### config.mk
export PLATFORM = sky130hd
export DESIGN_NAME = hazard_forward_unit
export DESIGN_NICKNAME = d
export VERILOG_FILES = /design/src/rtl/hazard_forward_unit.sv
export SDC_FILE = /design/constraint.sdc
export NUM_CORES = 1
export LEC_CHECK = 0
export ABC_CLOCK_PERIOD_IN_PS = 3400
export BUFFER_PORTS_ARGS = -buffer_cell sky130_fd_sc_hd__buf_2
export CORE_MARGIN = 2
export CORE_UTILIZATION = 40
export DETAILED_ROUTE_END_ITERATION = 16
export GPL_ROUTABILITY_DRIVEN = 0
export PLACE_DENSITY = 0.65
export SLEW_MARGIN = 20
export SYNTH_ARGS = -nofsm -noshare
export SYNTH_HDL_FRONTEND = slang
export SYNTH_SLANG_ARGS = --single-unit
export TNS_END_PERCENT = 100
### constraint.sdc
create_clock -name clk -period 3.4 [get_ports clk]
set_clock_uncertainty 0.15 [all_clocks]
set_input_delay 0.17 -clock clk [delete_from_list [all_inputs] [get_ports clk]]
set_output_delay 0.17 -clock clk [all_outputs]
set_load 0.005 [all_outputs]
### src/rtl/hazard_forward_unit.sv
// hazard_forward_unit
// Tracks the destination registers of the instructions in EX, MEM and WB and
// derives two things for the instruction sitting in ID:
//   * registered operand-forwarding selects used once that instruction is in EX
//   * a combinational load-use stall request toward PC / IF-ID
// Integer and FP register files are distinguished by a one-bit file tag; x0 is
// never a forwarding source while f0 is an ordinary register.
module hazard_forward_unit (
  input  logic        clk,
  input  logic        reset,
  input  logic        id_valid,
  input  logic [4:0]  id_rs1,
  input  logic [4:0]  id_rs2,
  input  logic [4:0]  id_rd,
  input  logic        id_rs1_fp,
  input  logic        id_rs2_fp,
  input  logic        id_rd_fp,
  input  logic        id_reg_write,
  input  logic        id_mem_read,
  input  logic        flush,
  input  logic        hold,
  output logic [1:0]  forward_a,
  output logic [1:0]  forward_b,
  output logic        stall,
  output logic [15:0] load_use_count
);

  // Operand mux select encodings (3 is never produced).
  localparam logic [1:0]  SEL_RF  = 2'd0;
  localparam logic [1:0]  SEL_MEM = 2'd1;
  localparam logic [1:0]  SEL_EX  = 2'd2;
  localparam logic [15:0] COUNT_MAX = 16'hFFFF;

  // True when a tracked producer slot will write the register the source names.
  // The integer zero register is hard-wired and can never be forwarded.
  function automatic logic src_match(
    input logic [4:0] src,
    input logic       src_fp,
    input logic       slot_vld,
    input logic       slot_we,
    input logic [4:0] slot_rd,
    input logic       slot_rd_fp
  );
    logic is_x0;
    is_x0     = (src_fp == 1'b0) && (src == 5'd0);
    src_match = slot_vld && slot_we && (slot_rd == src) &&
                (slot_rd_fp == src_fp) && !is_x0;
  endfunction

  // Newest producer wins: the EX result is younger than the MEM result.
  function automatic logic [1:0] fwd_sel(
    input logic hit_ex,
    input logic hit_mem
  );
    if (hit_ex)
      fwd_sel = SEL_EX;
    else if (hit_mem)
      fwd_sel = SEL_MEM;
    else
      fwd_sel = SEL_RF;
  endfunction

  // Saturating increment for the stall statistics counter.
  function automatic logic [15:0] sat_inc(
    input logic [15:0] value
  );
    if (value == COUNT_MAX)
      sat_inc = value;
    else
      sat_inc = value + 16'd1;
  endfunction

  // EX slot (_p0)
  logic       vld_p0;
  logic [4:0] rd_p0;
  logic       rd_fp_p0;
  logic       we_p0;
  logic       mr_p0;

  // MEM slot (_p1)
  logic       vld_p1;
  logic [4:0] rd_p1;
  logic       rd_fp_p1;
  logic       we_p1;
  logic       mr_p1;

  // WB slot (_p2)
  logic       vld_p2;
  logic [4:0] rd_p2;
  logic       rd_fp_p2;
  logic       we_p2;

  // Forward selects for the instruction now in EX, and the stall counter.
  logic [1:0]  fwd_a_p0;
  logic [1:0]  fwd_b_p0;
  logic [15:0] lu_count;

  // ID-stage hazard detection (combinational)
  logic rs1_hit_ex;
  logic rs1_hit_mem;
  logic rs2_hit_ex;
  logic rs2_hit_mem;
  logic load_use;
  logic squash;

  assign rs1_hit_ex  = src_match(id_rs1, id_rs1_fp, vld_p0, we_p0, rd_p0, rd_fp_p0);
  assign rs1_hit_mem = src_match(id_rs1, id_rs1_fp, vld_p1, we_p1, rd_p1, rd_fp_p1);
  assign rs2_hit_ex  = src_match(id_rs2, id_rs2_fp, vld_p0, we_p0, rd_p0, rd_fp_p0);
  assign rs2_hit_mem = src_match(id_rs2, id_rs2_fp, vld_p1, we_p1, rd_p1, rd_fp_p1);

  // A load in EX cannot supply its data until it reaches MEM, so a dependent
  // instruction in ID must wait one cycle. Freeze, squash and reset all win.
  assign load_use = id_valid && mr_p0 && (rs1_hit_ex || rs2_hit_ex);
  assign stall    = load_use && !flush && !hold && !reset;

  // Either a squash or a stall drops a bubble into EX.
  assign squash = flush || stall;

  // WB contents are kept for completeness of the tracked pipeline image but do
  // not feed a select; the MEM load flag likewise has no later consumer.
  logic unused_wb;
  assign unused_wb = ^{vld_p2, rd_p2, rd_fp_p2, we_p2, mr_p1};

  // Advance the producer-tracking slots EX -> MEM -> WB, inserting bubbles.
  always_ff @(posedge clk) begin
    if (reset) begin
      vld_p0   <= 1'b0;
      rd_p0    <= 5'd0;
      rd_fp_p0 <= 1'b0;
      we_p0    <= 1'b0;
      mr_p0    <= 1'b0;
      vld_p1   <= 1'b0;
      rd_p1    <= 5'd0;
      rd_fp_p1 <= 1'b0;
      we_p1    <= 1'b0;
      mr_p1    <= 1'b0;
      vld_p2   <= 1'b0;
      rd_p2    <= 5'd0;
      rd_fp_p2 <= 1'b0;
      we_p2    <= 1'b0;
    end else if (!hold) begin
      // MEM -> WB
      vld_p2   <= vld_p1;
      rd_p2    <= rd_p1;
      rd_fp_p2 <= rd_fp_p1;
      we_p2    <= we_p1;
      // EX -> MEM
      vld_p1   <= vld_p0;
      rd_p1    <= rd_p0;
      rd_fp_p1 <= rd_fp_p0;
      we_p1    <= we_p0;
      mr_p1    <= mr_p0;
      // ID -> EX
      if (squash) begin
        vld_p0   <= 1'b0;
        rd_p0    <= 5'd0;
        rd_fp_p0 <= 1'b0;
        we_p0    <= 1'b0;
        mr_p0    <= 1'b0;
      end else begin
        vld_p0   <= id_valid;
        rd_p0    <= id_rd;
        rd_fp_p0 <= id_rd_fp;
        we_p0    <= id_reg_write && id_valid;
        mr_p0    <= id_mem_read && id_valid;
      end
    end
  end

  // Register the forward selects so they are ready the cycle the ID
  // instruction lands in EX; a bubble entering EX gets register-file selects.
  always_ff @(posedge clk) begin
    if (reset) begin
      fwd_a_p0 <= SEL_RF;
      fwd_b_p0 <= SEL_RF;
    end else if (!hold) begin
      if (squash) begin
        fwd_a_p0 <= SEL_RF;
        fwd_b_p0 <= SEL_RF;
      end else begin
        fwd_a_p0 <= fwd_sel(rs1_hit_ex, rs1_hit_mem);
        fwd_b_p0 <= fwd_sel(rs2_hit_ex, rs2_hit_mem);
      end
    end
  end

  // Count cycles lost to load-use stalls, pinned at full scale.
  always_ff @(posedge clk) begin
    if (reset)
      lu_count <= 16'd0;
    else if (stall)
      lu_count <= sat_inc(lu_count);
  end

  assign forward_a      = fwd_a_p0;
  assign forward_b      = fwd_b_p0;
  assign load_use_count = lu_count;

endmodule

==> summary.md, run 1 <==
| Metric | Value |
|---|---|
| Design Area, Final | `approximately 0.0022 mm2` |
| M1 GR Usage | `between 20 and 30%` |
| Number of synthesized flops with an enable pin | `0` |
| Post-CTS Setup Repair Bufs | `0` |
| Final min period | `2.50 ns` |
| Detailed Route Iter0 Violations | `between 50 and 60` |
| Largest family of logic cells by synthesized area | `simple AND/OR/NAND/NOR gates` |
| Syn Std Cell Area | `0.00187 mm2` |
| Area contributors post-synth | `dfxtp_1, xor2_1, nor2_1` |
| Synth Area in Adders | `less than 1%` |
| Core ar. | `~0.0044 mm2` |
| Met3 usage | `between 5 and 6%` |
| Pin count of the biggest net entering global routing | `37` |
| Die ar. | `about 0.0052 mm2` |
| Htree depth | `2` |
| Fin crit share | `between 70% and 80%` |
| # fillers | `about 440` |
| Hold Crit Class | `input pin to flop` |
| First-pass GRT wire length | `7230 um` |
| Total Wirelength | `roughly 4400 um` |
| Fin nets | `286` |
| CP max stage cell | `a21o_1` |
| CP Launch Type | `flop` |
| Clock transition at the registers of the reported paths | `roughly 0.07 ns` |
| RSZ-0062 raised after global routing | `false` |
| Sequential area share after synthesis | `a little under 40%` |
| DRC Markers | `0` |
| # port buffers | `45` |
| Cts hold-fix bufs | `2` |
| Async SR Flop Fraction | `0%` |
| Total GRT Usage | `between 15 and 20%` |
| Max incr delay on CP | `approximately 0.42 ns` |
| CTS resizes | `0` |
| Most common cell in the synthesized netlist | `dfxtp_1` |
| PD cells | `~360 mW/mm2` |
| Antenna Cells | `0` |
| Yosys warning count | `0` |
| Placed cell areas | `between 0.002 and 0.0025 mm2` |
| Root buffer cell | `clkbuf_8` |
| Worst-path fanout max | `19` |
| Clk buf depth | `2` |
| Vias in the first global route | `approximately 1.5k` |
| Hold wc startpoint | `id_rd[0]` |
| Detailed Routing Iterations Pass 1 | `4` |
| Vias | `between 1.5k and 2k` |
| Die height | `slightly above 70 um` |
| I/O pin count | `46` |
| Top FF cell, synth | `dfxtp_1` |
| Initial Utilization | `between 40% and 50%` |
| VDD IR max | `around 0.00021 V` |
| GRT busiest layer | `met2` |
| CP Launch Point | `rd_p0[3]` |
| Max-cap violations | `0` |
| Proportion of netlist area held by the largest area contributor | `39.7%` |
| Post-Synth XOR/XNOR Area | `a little under an eighth` |
| Yosys cell types | `37` |
| Setup tns final | `0 ns` |
| Syn-to-layout area delta | `19.5%` |
| DR vias/cell | `between 5 and 6` |
| Crit path DAT | `between 2 and 3 ns` |
| CP endpoint kind | `flop` |
| # clock sinks | `37` |
| Fmax | `401 MHz` |
| Seq cells post-synth | `37` |
| Slew @ Worst Pin | `roughly 0.62 ns` |
| Outcome | `finished, final reports clean` |
| Critical path data required time | `3.43 ns` |
| Later-pin clock latency in the skew report | `~0.28 ns` |
| Slew HR | `58.2%` |
| LEAKAGE | `between 0.9 and 1 nW` |
| Setup violators final | `0` |
| Synth top cells by count | `dfxtp_1, nor2_1, xor2_1, a21oi_1, nand2_1` |
| Wirelength per Cell | `roughly 14 um` |
| Synth Area in Simple Gates | `between 20% and 30%` |
| Slew Limit Fails | `0` |
| M2 GR Usage | `between 20% and 30%` |
| Overflow after GRT | `0` |
| Synthesized instance count | `213` |
| Initial antenna violation count | `0` |
| Row cnt | `24` |
| TritonCTS clock tree | `done` |
| Fin. Hold Viols | `0` |
| Antenna-violating nets left | `0` |
| Mux cell area share after synthesis | `between 6 and 7%` |
| Syn_nets | `between 200 and 250` |
| Worst r2r src | `rd_p0[3]` |
| HPWL Detailed | `3180 um` |
| Share of cells above drive strength 1 | `21.8%` |
| Die width | `just over 70 um` |
| Syn Area/Cell | `8.77 um2` |
| Worst-path cell chain | `xor2_1 > nor4_1 > nand3_1 > a21o_1 > nor4b_1 > mux2_2` |
| Critical Setup Path Class | `flop to flop` |
| Synth Area in Compound Gates | `between 10% and 20%` |
| Dominant cell type by area after synthesis | `dfxtp_1` |
| TritonCTS Buffers | `5` |
path summary, 6_finish.rpt:
path / endpoint / slack [ns] / cells past startpoint
setup / recovery: load_use_count[12] / 0.90 / 6
hold / removal: rd_p0[0] / 0.01 / 3
setup reg to reg: load_use_count[12] / 0.90 / 6
hold reg to reg: forward_b[0] / 0.30 / 2
registers in the layout (all words and copies together) (netlist names):
name / flops
we_p0: 1
vld_p1: 1
forward_a: 2
rd_fp_p1: 1
rd_p0: 5
vld_p0: 1
forward_b: 2
rd_fp_p0: 1
rd_p1: 5
load_use_count: 16
we_p1: 1
mr_p0: 1
cell usage in the layout, fill, tap and decap left out, drive strengths merged, types with 7 or more instances in the layout:
| master | netlist | layout |
|---|---|---|
| buf | 4 | 47 |
| xor2 | 25 | 25 |
| a21oi | 13 | 13 |
| a32oi | 7 | 7 |
| dfxtp | 37 | 37 |
| nand2 | 10 | 10 |
| nand3 | 9 | 9 |
| mux2i | 9 | 9 |
| nor2 | 26 | 26 |
| o21ai | 8 | 8 |
where the power goes:
group	internal, mW	leakage, nW	total [mW]	switching [mW]
Sequential	0.439	0.299	0.445	0.00640
Combinational	0.0301	0.636	0.0682	0.0381
Clock	0.142	0.0450	0.292	0.150
Total	0.611	0.980	0.805	0.194
worst max-delay path, delay by kind of cell (launching register included):
family / cells / cell delay, ns
simple gates: 3 / 0.92
compound gates: 1 / 0.42
xor+xnor: 1 / 0.17
mux: 1 / 0.37
flops: 1 / 0.36
layout make-up:
| cell class | count | area [um2] | share of cell area [%] |
|---|---|---|---|
| Clock buffer | 6 | 72.6 | 3.25 |
| Clock inverter | 2 | 10.0 | 0.448 |
| Inverter | 4 | 15.0 | 0.673 |
| Multi-Input combinational cell | 163 | 1070 | 47.9 |
| Sequential cell | 37 | 741 | 33.2 |
| Tap cell | 52 | 65.1 | 2.91 |
| Timing Repair Buffer | 49 | 260 | 11.7 |
kinds of logic after synthesis:
kind of cell,count (synthesis)
AND/OR/NAND/NOR,87
AO/OA/AOI/OAI,39
flip-flops,37
XOR/XNOR,25
buffers and inverters,13
multiplexers,11
adder cells (fa/ha/maj),1
metrics by stage:
stage                     hold WS (ns)  std cells  util, %  worst slack (ns)  power [mW]
final                           0.0103        313     50.6             0.904       0.805
after global routing            0.0120        313     50.6             0.691       0.842
after floorplan                  0.182        213        -              1.28       0.491
after global placement           0.271        303     48.2             0.936       0.521
after detailed placement         0.274        303     48.2             0.794       0.521
after CTS                      0.00428        313     50.6             0.882       0.814
per-layer routing:
layer / vias to the layer above / part of all wire (%)
li1: 874 / -
met1: 775 / 50
met2: 43 / 43
met3: 6 / 6.0
met4: 0 / 1.1
met5: - / 0
No activity file was read; power rests on OpenSTA's default activity.
==> inputs of run 2 (changes only) <==
--- a/config.mk
+++ b/config.mk
@@ -5,13 +5,14 @@
 export SDC_FILE = /design/constraint.sdc
 export NUM_CORES = 1
 export LEC_CHECK = 0
-export ABC_CLOCK_PERIOD_IN_PS = 3400
+export ABC_AREA = 1
+export ABC_CLOCK_PERIOD_IN_PS = 2300
 export BUFFER_PORTS_ARGS = -buffer_cell sky130_fd_sc_hd__buf_2
 export CORE_MARGIN = 2
 export CORE_UTILIZATION = 40
 export DETAILED_ROUTE_END_ITERATION = 16
 export GPL_ROUTABILITY_DRIVEN = 0
-export PLACE_DENSITY = 0.65
+export PLACE_DENSITY = 0.63
 export SLEW_MARGIN = 20
 export SYNTH_ARGS = -nofsm -noshare
 export SYNTH_HDL_FRONTEND = slang
==> constraint.sdc (replaced) <==
create_clock -name clk -period 2.3 [get_ports clk]
set_clock_uncertainty 0.15 [all_clocks]
set_input_delay 0.115 -clock clk [delete_from_list [all_inputs] [get_ports clk]]
set_output_delay 0.115 -clock clk [all_outputs]
set_load 0.005 [all_outputs]
==> run 2 against run 1 <==
  * Maximum frequency grew 17%
  * Hold slack gained 0.062 ns
  * Global-route usage grew 1.1 points
  * Sequential share of layout area shrank 6.5 points
  * Flip-flop and latch count is the same
  * Clock power grew 55%
  * Combinational power grew 140%
  * Design area grew 25%
  * Non-clock buffer count grew 11
  * Die area grew 22%
  * Critical path type unchanged
  * Critical endpoint is now load_use_count[8]
  * Largest power group unchanged
==> summary.md, run 2 <==
| Metric | Value |
|---|---|
| Yosys cell types | `34 (was 37)` |
| PD cells | `461 mW/mm2 (was 361 mW/mm2)` |
| Antenna-violating nets left | `0 (unchanged)` |
| Most frequent cells in the layout | `nand2_1, nor2_1, inv_1, buf_2, dfxtp_1 (was buf_2, dfxtp_1, nor2_1, xor2_1, a21oi_1)` |
| Fmax | `470 MHz (was 401 MHz)` |
| Vias in the first global route | `1960 (was 1530)` |
| Worst-path cell chain | `ha_1 > nand2_1 > inv_1 > nand2_1 > nor2_2 > nand4_2 > nand4_2 > nor2_1 > nor2_1 > nor2_1 (was xor2_1 > nor4_1 > nand3_1 > a21o_1 > nor4b_1 > mux2_2)` |
| Core ar. | `0.00554 mm2 (was 0.00441 mm2)` |
| Total power draw | `1.29 mW (was 0.805 mW)` |
| Initial Utilization | `41.6% (was 42.3%)` |
| TritonCTS Buffers | `5 (unchanged)` |
| Worst-path fanout max | `13 (was 19)` |
| Total GRT Usage | `18.7% (was 17.6%)` |
| Sequential area share after synthesis | `32.1% (was 39.7%)` |
| Detailed Route Iter0 Violations | `143 (was 55)` |
| DR vias/cell | `4.76 (was 5.42)` |
| Overflow after GRT | `0 (unchanged)` |
| Clk buf depth | `2 (unchanged)` |
| Area contributors post-synth | `dfxtp_1, nand2_1, nor2_1 (was dfxtp_1, xor2_1, nor2_1)` |
| Async SR Flop Fraction | `0% (unchanged)` |
| Setup violators final | `0 (unchanged)` |
| Die height | `79.9 um (was 72.3 um)` |
| Final min period | `2.13 ns (was 2.50 ns)` |
| Critical Setup Path Class | `flop to flop (unchanged)` |
| Top FF cell, synth | `dfxtp_1 (unchanged)` |
| Wirelength per Cell | `11.8 um (was 14.0 um)` |
| Max-cap violations | `0 (unchanged)` |
| VDD IR max | `0.000287 V (was 0.000213 V)` |
| Syn_nets | `376 (was 239)` |
| Synthesized instance count | `350 (was 213)` |
| Dominant cell type by area after synthesis | `dfxtp_1 (unchanged)` |
| RSZ-0062 raised after global routing | `false (unchanged)` |
| Max incr delay on CP | `0.42 ns (about the same)` |
| Proportion of netlist area held by the largest area contributor | `32.1% (was 39.7%)` |
| Hold Slack | `0.0723 ns (was 0.0103 ns)` |
| Initial antenna violation count | `0 (unchanged)` |
| Most common cell in the synthesized netlist | `nand2_1 (was dfxtp_1)` |
| Critical path data required time | `2.34 ns (was 3.43 ns)` |
| Yosys warning count | `0 (unchanged)` |
| Slew Limit Fails | `0 (unchanged)` |
| Most common cell on crit path | `nor2_1` |
| Setup tns final | `0 ns (unchanged)` |
| Root buffer cell | `clkbuf_8 (unchanged)` |
| Max reg flops | `16 (unchanged)` |
| Antenna Cells | `0 (unchanged)` |
| Die ar. | `0.00639 mm2 (was 0.00523 mm2)` |
| CP endpoint kind | `flop (unchanged)` |
| Design Area, Final | `0.00280 mm2 (was 0.00223 mm2)` |
| # port buffers | `45 (unchanged)` |
| Slew @ Worst Pin | `0.505 ns (was 0.625 ns)` |
| First-pass GRT wire length | `9220 um (was 7230 um)` |
| Die width | `79.9 um (was 72.3 um)` |
| Detailed Routing Iterations Pass 1 | `4 (unchanged)` |
| FF-to-FF setup slack | `0.17 ns (was 0.90 ns)` |
| Crit path DAT | `2.17 ns (was 2.52 ns)` |
| Outcome | `finished, final reports clean (unchanged)` |
| Htree depth | `2 (unchanged)` |
| TritonCTS clock tree | `done (unchanged)` |
| CP Launch Type | `flop (unchanged)` |
| Slew HR | `66.2% (was 58.2%)` |
| DRC Markers | `0 (unchanged)` |
| # clock sinks | `37 (unchanged)` |
| Total Wirelength | `5690 um (was 4380 um)` |
| Row cnt | `27 (was 24)` |
| Fin nets | `434 (was 286)` |
| HPWL Detailed | `4250 um (was 3180 um)` |
| Fin. Hold Viols | `0 (unchanged)` |
| Syn Area/Cell | `6.59 um2 (was 8.77 um2)` |
| Most common cell after layout, fill and taps aside | `nand2_1 (was buf_2)` |
| Syn-to-layout area delta | `21.2% (was 19.5%)` |
| Pin count of the biggest net entering global routing | `19 (was 37)` |
| Fin crit share | `92.5% (was 73.4%)` |
| Clock transition at the registers of the reported paths | `0.08 ns (was 0.07 ns)` |
| Later-pin clock latency in the skew report | `0.29 ns (was 0.28 ns)` |
| Number of synthesized flops with an enable pin | `0 (unchanged)` |
| Final core utilization | `50.5% (was 50.6%)` |
| Synth top cells by count | `nand2_1, nor2_1, inv_1, dfxtp_1, nand3_1 (was dfxtp_1, nor2_1, xor2_1, a21oi_1, nand2_1)` |
| LEAKAGE | `1.37 nW (was 0.980 nW)` |
| Seq cells post-synth | `37 (unchanged)` |
| Placed cell areas | `0.00258 mm2 (was 0.00213 mm2)` |
| Hold Crit Class | `input pin to flop (unchanged)` |
| Vias | `2289 (was 1698)` |
| CP max stage cell | `nand4_2 (was a21o_1)` |
| Share of cells above drive strength 1 | `23.5% (was 21.8%)` |
| Syn Std Cell Area | `0.00231 mm2 (was 0.00187 mm2)` |
| I/O pin count | `46 (unchanged)` |
[run 2: final cells by class]
cell class / instances / area [um2]
Multi-Input combinational cell: 250 / 1300
Clock buffer: 5 / 68.8
Sequential cell: 37 / 747
Inverter: 54 / 208
Fill cell: 583 / 2740
Clock inverter: 3 / 17.5
Tap cell: 72 / 90.1
Timing Repair Buffer: 60 / 365
[run 2: metrics by stage]
step           instances  setup WS, ns
4_1_cts              480        0.0187
3_3_place_gp         461         0.302
3_5_place_dp         461         0.196
2_1_floorplan        350         0.582
5_1_grt              481        0.0188
6_report             481         0.173
[run 2: path summary, 6_finish.rpt]
check,end,cells after the start,from
max,load_use_count[8],10,load_use_count[1]
min,rd_p1[1],2,hold
max reg2reg,load_use_count[8],10,load_use_count[1]
min reg2reg,forward_a[0],2,forward_a[0]
[run 2: report_power, final]
part	total (mW)	internal [mW]	switching [mW]
combinational	0.163	0.0694	0.0937
clock	0.453	0.209	0.244
sequential	0.673	0.656	0.0170
total	1.29	0.935	0.355
[run 2: per-layer routing]
layer	track usage [%]	wire length (um)
met4	5.76	60
met1	25.9	2880
met5	0	0
met3	3.73	307
met2	28.9	2440
[run 2: timing repair]
| item | 4_1_cts | 5_1_grt |
|---|---|---|
| setup endpoints to repair | 0 | 2 |
| resized for setup | 0 | 6 |
| setup buffers | 0 | 1 |
| hold buffers | 11 | 0 |
| hold endpoints to repair | 9 | 0 |
[run 2: cells by family (layout without fill, tap and decap cells)]
logic type	Yosys count	after routing	synth area share, %
flip-flops	37	37	32.1
AO/OA/AOI/OAI	37	37	8.95
XOR/XNOR	11	11	4.18
adder cells (fa/ha/maj)	1	1	0.542
buffers and inverters	63	122	11.9
AND/OR/NAND/NOR	201	201	42.3
[run 2: worst max-delay path: cells and delay by family, from the launching register on]
kind	cells	cell delay, ns
adder cells (fa/ha/maj)	1	0.20
flip-flops	1	0.39
buffers and inverters	1	0.05
AND/OR/NAND/NOR	8	1.21
